$ cat config.mk
export PLATFORM = sky130hd
export DESIGN_NAME = popcount_stream_neuron
export DESIGN_NICKNAME = d
export VERILOG_FILES = /design/src/rtl/popcount_stream_neuron.sv
export SDC_FILE = /design/constraint.sdc
export NUM_CORES = 1
export LEC_CHECK = 0
export ABC_CLOCK_PERIOD_IN_PS = 2800
export BUFFER_PORTS_ARGS = -buffer_cell sky130_fd_sc_hd__buf_2
export CAP_MARGIN = 20
export CORE_AREA = 2 2 80 113
export CTS_CLUSTER_DIAMETER = 40
export DETAILED_ROUTE_END_ITERATION = 16
export DIE_AREA = 0 0 82 115
export PLACE_DENSITY = 0.67
export SLEW_MARGIN = 15
export SYNTH_ARGS = -nofsm -noshare
export SYNTH_HDL_FRONTEND = slang
export SYNTH_SLANG_ARGS = --single-unit
$ cat constraint.sdc
create_clock -name clk -period 2.8 [get_ports clk]
set_clock_uncertainty 0.05 [all_clocks]
set_input_delay 0.28 -clock clk [delete_from_list [all_inputs] [get_ports clk]]
set_output_delay 0.28 -clock clk [all_outputs]
set_load 0.05 [all_outputs]
$ cat src/rtl/popcount_stream_neuron.sv
// Popcount stream neuron: accumulates FRAMES beats of ternary-weighted bits
// (+1 for in_pos only, -1 for in_neg only, 0 for both or neither) into a signed
// sum. The result is then held with a registered ternary activation until the
// consumer takes it.
//
// Handshake rules (both sides): a transfer happens on a rising clk edge where
// valid=1 and ready=1. in_ready depends only on state, never on in_valid.
// out_valid stays 1 and out_sum/out_act stay stable until the transfer edge.
module popcount_stream_neuron #(
  parameter int N      = 25,
  parameter int FRAMES = 4,
  parameter int THR    = 0,
  localparam int CW    = $clog2(N + 1),
  localparam int SW    = $clog2(FRAMES * N + 1) + 1
) (
  input  logic                 clk,
  input  logic                 rst_n,
  input  logic                 in_valid,
  output logic                 in_ready,
  input  logic [N-1:0]         in_pos,
  input  logic [N-1:0]         in_neg,
  output logic                 out_valid,
  input  logic                 out_ready,
  output logic signed [SW-1:0] out_sum,
  output logic [1:0]           out_act,
  output logic [1:0]           dbg_state_o
);

  localparam int CNTW = (FRAMES > 1) ? $clog2(FRAMES) : 1;
  localparam logic [CNTW-1:0] LAST_CNT = CNTW'(FRAMES - 1);
  localparam logic signed [SW-1:0] THR_POS = SW'(THR);
  localparam logic signed [SW-1:0] THR_NEG = -THR_POS;

  typedef enum logic [1:0] {
    ST_ACC   = 2'd0,
    ST_DRAIN = 2'd1,
    ST_HOLD  = 2'd2
  } state_e;

  state_e state_q, state_d;
  logic [CNTW-1:0] cnt_q, cnt_d;

  // Stage 1 registers
  logic [CW-1:0] pos_cnt_q, neg_cnt_q;
  logic          s1_valid_q, s1_last_q;

  // Stage 2 / output registers
  logic signed [SW-1:0] acc_q, acc_d;
  logic signed [SW-1:0] out_sum_q, out_sum_d;
  logic [1:0]           out_act_q, out_act_d;

  logic                 accept;
  logic [N-1:0]         pos_only, neg_only;
  logic signed [SW-1:0] beat_delta, sum_next;

  function automatic logic [CW-1:0] popcount(input logic [N-1:0] v);
    logic [CW-1:0] c;
    c = '0;
    for (int i = 0; i < N; i++) begin
      c = c + CW'(v[i]);
    end
    return c;
  endfunction

  // Symmetric dead zone: |sum| <= THR maps to zero.
  function automatic logic [1:0] act_of(input logic signed [SW-1:0] s);
    if (s > THR_POS) begin
      return 2'b01;
    end else if (s < THR_NEG) begin
      return 2'b11;
    end else begin
      return 2'b00;
    end
  endfunction

  assign accept   = in_valid && (state_q == ST_ACC);
  // Bits set in both vectors cancel, so they are masked out of both counts.
  assign pos_only = in_pos & ~in_neg;
  assign neg_only = in_neg & ~in_pos;

  // SW exceeds CW, so zero-extended counts are non-negative as signed values.
  assign beat_delta = $signed(SW'(pos_cnt_q)) - $signed(SW'(neg_cnt_q));
  assign sum_next   = acc_q + beat_delta;

  assign in_ready    = (state_q == ST_ACC);
  assign out_valid   = (state_q == ST_HOLD);
  assign out_sum     = out_sum_q;
  assign out_act     = out_act_q;
  assign dbg_state_o = state_q;

  // Stage 1: register masked popcounts of the accepted beat.
  always_ff @(posedge clk or negedge rst_n) begin
    if (!rst_n) begin
      pos_cnt_q  <= '0;
      neg_cnt_q  <= '0;
      s1_valid_q <= 1'b0;
      s1_last_q  <= 1'b0;
    end else begin
      s1_valid_q <= accept;
      s1_last_q  <= accept && (cnt_q == LAST_CNT);
      if (accept) begin
        pos_cnt_q <= popcount(pos_only);
        neg_cnt_q <= popcount(neg_only);
      end
    end
  end

  // Next-state, beat counter, accumulator and result capture.
  always_comb begin
    state_d   = state_q;
    cnt_d     = cnt_q;
    acc_d     = acc_q;
    out_sum_d = out_sum_q;
    out_act_d = out_act_q;

    if (s1_valid_q) begin
      acc_d = sum_next;
    end
    // The last beat leaves stage 1 during DRAIN; capture the final sum and
    // its activation together so both appear on the same edge.
    if (s1_valid_q && s1_last_q) begin
      out_sum_d = sum_next;
      out_act_d = act_of(sum_next);
    end

    case (state_q)
      ST_ACC: begin
        if (accept) begin
          if (cnt_q == LAST_CNT) begin
            state_d = ST_DRAIN;
            cnt_d   = '0;
          end else begin
            cnt_d = cnt_q + 1'b1;
          end
        end
      end
      ST_DRAIN: begin
        state_d = ST_HOLD;
      end
      ST_HOLD: begin
        if (out_ready) begin
          state_d   = ST_ACC;
          cnt_d     = '0;
          acc_d     = '0;
          out_sum_d = '0;
          out_act_d = 2'b00;
        end
      end
      default: begin
        state_d = ST_ACC;
        cnt_d   = '0;
        acc_d   = '0;
      end
    endcase
  end

  // State, counter, accumulator and output registers.
  always_ff @(posedge clk or negedge rst_n) begin
    if (!rst_n) begin
      state_q   <= ST_ACC;
      cnt_q     <= '0;
      acc_q     <= '0;
      out_sum_q <= '0;
      out_act_q <= 2'b00;
    end else begin
      state_q   <= state_d;
      cnt_q     <= cnt_d;
      acc_q     <= acc_d;
      out_sum_q <= out_sum_d;
      out_act_q <= out_act_d;
    end
  end

endmodule

; After elaboration in Yosys (flattened, before gate mapping)
; Cells that the tools add are included.
[classes]
n_addsub = 51
eq_ne = 6
n_bitwise = 5
n_lt_le_gt_ge = 2
n_reduce_logical = 7
muxes = 18
[op_table]
columns = op, count
row1 = 5-bit by 1-bit adder with 5-bit output, 40
row2 = 25-bit bitwise AND, 2
row3 = 25-bit NOT, 2
row4 = 8-bit two-way mux, 5
row5 = 2-bit two-way mux, 10
row6 = 8-bit case mux with 2 select lines, 1
row7 = 2-bit case mux with 3 select lines, 2
row8 = 4-bit by 1-bit adder with 5-bit output, 2
row9 = 3-bit by 1-bit adder with 4-bit output, 2
row10 = 8-bit by 6-bit adder with 8-bit output, 1
row11 = 8-bit by 1-bit > comparator with 1-bit output (second input constant), 1
row12 = 8-bit by 1-bit less-than comparator with 1-bit output (second input constant), 1
row13 = 2-bit by 1-bit adder with 3-bit output, 2
row14 = 2-bit by 1-bit inequality test with 1-bit output (second input constant), 3
row15 = 3-bit AND reduction, 2
row16 = 5-bit by 5-bit subtractor with 6-bit output, 1
row17 = 1-bit by 1-bit adder with 2-bit output, 2
row18 = 2-bit == test (second input constant), 2
row19 = 1-bit logical AND, 3
row20 = 2-bit by 1-bit adder with 2-bit output (second input constant), 1
row21 = 2-bit by 1-bit == test with 1-bit output (second input constant), 1
row22 = 2-bit zero test, 1
row23 = 2-bit OR reduction, 1
row24 = 1-bit NOT, 1
[word_totals]
in_bits = 54
word_cells = 98
reg_bits = 34

; Longest topological paths before layout
[depth]
depth_word = 26
depth_mapped = 16
mapped_depth_nobuf = 16

; Worst setup path after synthesis
; OpenSTA, ideal clock, no wires.
[synth_path]
path_type = in2reg
startpoint = in in_neg[11]
endpoint = reg pos_cnt_q[4]
slack_ns = -1.660
setup_ns = 0.131
t_arrival_ns = 4.279
path_stages = 14
t_required_ns = 2.619
path_buffers = 0
path_cell_list = nand2b_1 -> fa_1 -> inv_1 -> fa_1 -> inv_1 -> fa_1 -> fa_1 -> inv_1 -> fa_1 -> fa_1 -> fa_1 -> a21o_1 -> a21oi_1 -> o21ai_0
[synth_via]
elab_chain_len = 16
[synth_rtl]
columns = item, line_no
row1 = "start, declared", 21  ; input logic [N-1:0] in_neg,
row2 = 25-bit NOT, 78  ; assign pos_only = in_pos & ~in_neg;
row3 = 25-bit bitwise AND, 78
row4 = 5-bit by 1-bit adder with 5-bit output (14 in a row), 60  ; c = c + CW'(v[i]);
row5 = "end signal, assigned", 102  ; pos_cnt_q <= popcount(pos_only);
row6 = "end, declared", 44  ; logic [CW-1:0] pos_cnt_q, neg_cnt_q;
; Every way passes these cells.
; A chain may end at the register's enable or synchronous reset.

; Worst setup path after layout
[layout_path]
startpoint = in in_pos[9]
endpoint = reg pos_cnt_q[4]
[layout_via]
elab_chain_len = 17
[layout_rtl]
columns = item, line_no
row1 = "start, declared", 20  ; input logic [N-1:0] in_pos,
row2 = 25-bit bitwise AND, 78
row3 = 5-bit by 1-bit adder with 5-bit output (16 in a row), 60
; Every way passes these cells.

==> results.yml <==
run_status:
  status: "complete, but fails checks"
  violations: "setup timing"
floorplanning:
  fp.dieW_microns: 82
  dieArea_sq_um: 9430
  fp-row-count: 40
  top_level_ports: 68
  die_height_microns: 115
  core_area_sq_um: 8408
  start_util: 0.3908
clock_network:
  clk_latency_ps: 270
  cts_max_level: 2
  cts_buffers: 5
  root_buffer: "clkbuf_16"
  cts.hold.buffers_added: 0
  clk_pin_slew_ps: 50
  cts_tree: "yes"
  clock_path_buffers: 2
  cts_sinks: 34
final_layout:
  insertedDiodeCount: 0
  final_cell_mix: "buf_2, inv_1, dfrtp_1"
  final_common_cell: "buf_2"
  nets: 558
  syn_to_final_growth_pct: 33.59
  layout-drive-gt1-share: 0.3544
  layout.cells.non_filler: 548
timing:
  slew_violations: 0
  setup-violations-final: 14
  min_period_ps: 4162
  setup_slack_ps: -1362
  worstMarginPinSlew_ps: 774.1
  slew_headroom: 0.4839
  fmax_mhz: 240.2
  hold_slack_ps: 33.13
  rsz0062_at_grt: "true"
  period_share: 1.487
  hold_violations: 0
setup_path:
  r2r.worst_path.cells: 13
  cp.arrival_ps: 4260
  crit_fanout: 2
  regToRegSetupSlack_ps: -160
  worstReg2RegStart: "pos_cnt_q[0]"
  start_kind: "primary input"
  path_class: "primary input to register"
  critPathRequiredTime_ps: 2900
  cp-end-kind: "register"
  rr_endpoint: "acc_q[7]"
synthesis:
  ys_seq_elements: 34
  synthMuxAreaShare: 0.02133
  synth.avg_cell_area_sq_um: 9.496
  synth-compound-area-share: 0.1081
  synth_cells: 346
  synth.net_count: 461
  synthSimpleGateAreaFrac: 0.1816
  syn_area_sq_um: 3286
  synthXorXnorAreaFrac: 0.03161
  synth_cell_type_count: 39
  ys_seq_area_frac: 0.2589
  yosysWarningCount: 0
  synth_fa_ha_area_frac: 0.3191
  synth_top_family_by_area: "adder cells"
place:
  globalplace.congestion: 0.8341
  place_hpwl_microns: 5786
  placed_cells: 537
  io_buffer_count: 67
grt:
  antenna_found_initial: 0
  grt_pass1_vias: 2819
  grt_max_degree: 35
  grt_usage: 0.1655
  grt_pass1_wl_microns: 12070
  overflow: 0
routing:
  drt_iter0_drc: 89
  drc: 0
  drtAntennaViolNets: 0
  dr.pass1.iters: 4
  post_drt_via_cell_ratio: 4.772
  routed_wl_microns: 7100
  vias: 2615
  wl_per_cell_microns: 12.96
min_path:
  hold_path.class: "primary input to async pin"
run:
  max_cap_violations: 0
synthesized netlist by cell type:
library cell,instances,share of area
a221oi_1,1,0.0027
xor2_1,4,0.011
o21a_1,2,0.0046
dfrtp_1,34,0.26
xor3_2,1,0.0076
mux2i_1,7,0.021
a21oi_1,16,0.024
ha_1,23,0.088
nor2_1,16,0.018
buf_2,1,0.0015
a211o_1,1,0.0027
a22o_1,1,0.0027
nor4_2,1,0.0038
a22oi_1,1,0.0023
nand2b_1,27,0.051
a2111o_1,2,0.0069
fa_1,38,0.23
and3_1,2,0.0038
nor2b_1,30,0.057
a41o_1,1,0.0030
and2_1,2,0.0038
or2_2,1,0.0019
clkbuf_1,4,0.0046
nand3_1,1,0.0015
a31oi_1,2,0.0038
nand2_1,28,0.032
clkinv_1,1,0.0011
a21o_1,8,0.018
o31a_2,1,0.0030
o311ai_2,1,0.0050
nor3_1,1,0.0015
inv_1,63,0.072
o21ai_0,14,0.021
xnor2_1,5,0.013
a211oi_2,1,0.0038
and2_2,1,0.0023
nor3b_1,1,0.0023
or2_1,1,0.0019
o22ai_2,1,0.0038
worst max-delay path by stage:
stage | slack (ps) | cells after the start | startpoint | to
after floorplan | -1430 | 14 | in_neg[21] | pos_cnt_q[4]
after global placement | -1600 | 14 | in_pos[9] | pos_cnt_q[4]
after detailed placement | -1660 | 15 | in_neg[21] | pos_cnt_q[4]
after CTS | -1350 | 15 | in_neg[19] | pos_cnt_q[4]
after global routing | -1480 | 15 | in_neg[19] | pos_cnt_q[4]
final | -1360 | 14 | in_pos[9] | pos_cnt_q[4]
flip-flops by register name, indices dropped and copies added, names as in the netlist:
| name | cells |
|---|---|
| s1_valid_q | 1 |
| dbg_state_o | 2 |
| cnt_q | 2 |
| out_act | 2 |
| acc_q | 8 |
| neg_cnt_q | 5 |
| pos_cnt_q | 5 |
| s1_last_q | 1 |
| out_sum | 8 |
worst max-delay path: stages:
cell and delay [ps]:
buf_2 110, nor2b_4 120, fa_1 540, inv_2 50, fa_2 590, fa_1 410
fa_1 490, inv_1 50, fa_1 460, fa_2 380, fa_2 400, a21o_1 190
a21oi_1 120, o21ai_1 80
kinds of logic (layout without fill, tap and decap cells):
kind of cell / count (synthesis) / in the layout
AOI/OAI and AO/OA: 53 / 53
and+or+nand+nor: 112 / 112
adders and majority gates: 61 / 61
xor gates and xnor gates: 10 / 10
DFF: 34 / 34
buffers and inverters: 69 / 166
muxes: 7 / 7
final cells by class:
cell class | instances | area (sq um)
multi-input combinational | 243 | 2429
clock buffer | 6 | 128.9
inverter | 64 | 240.2
tap | 105 | 131.4
sequential | 34 | 850.8
clock inverter | 1 | 7.507
fill | 786 | 4019
timing repair buffer | 95 | 601.8
metal layers:
| metal | global-route usage | share of wire | up-vias |
|---|---|---|---|
| li1 | - | - | 1279 |
| met1 | 0.1620 | 0.34 | 1270 |
| met2 | 0.3425 | 0.61 | 62 |
| met3 | 0.01884 | 0.034 | 4 |
| met4 | 0.05111 | 0.011 | 0 |
| met5 | 0 | 0 | - |
through the flow:
stage	area, sq um	util	setup TNS (ps)	setup WS (ps)
finish	4389	0.5220	-11880	-1362
global route	4389	0.5220	-14120	-1478
CTS	4328	0.5147	-12030	-1350
detailed placement	3994	0.4750	-15650	-1665
global placement	3994	0.4750	-14880	-1599
floorplan	3367	-	-11770	-1428
what timing repair did:
action	CTS	global route
resized for setup	39	14
setup endpoints to repair	19	20
buffers inserted	5	1
pin swaps	21	15
Power is left out: the tool's default activity adds up to more than one toggle a clock period on the data nets, which glitch-free logic cannot reach.
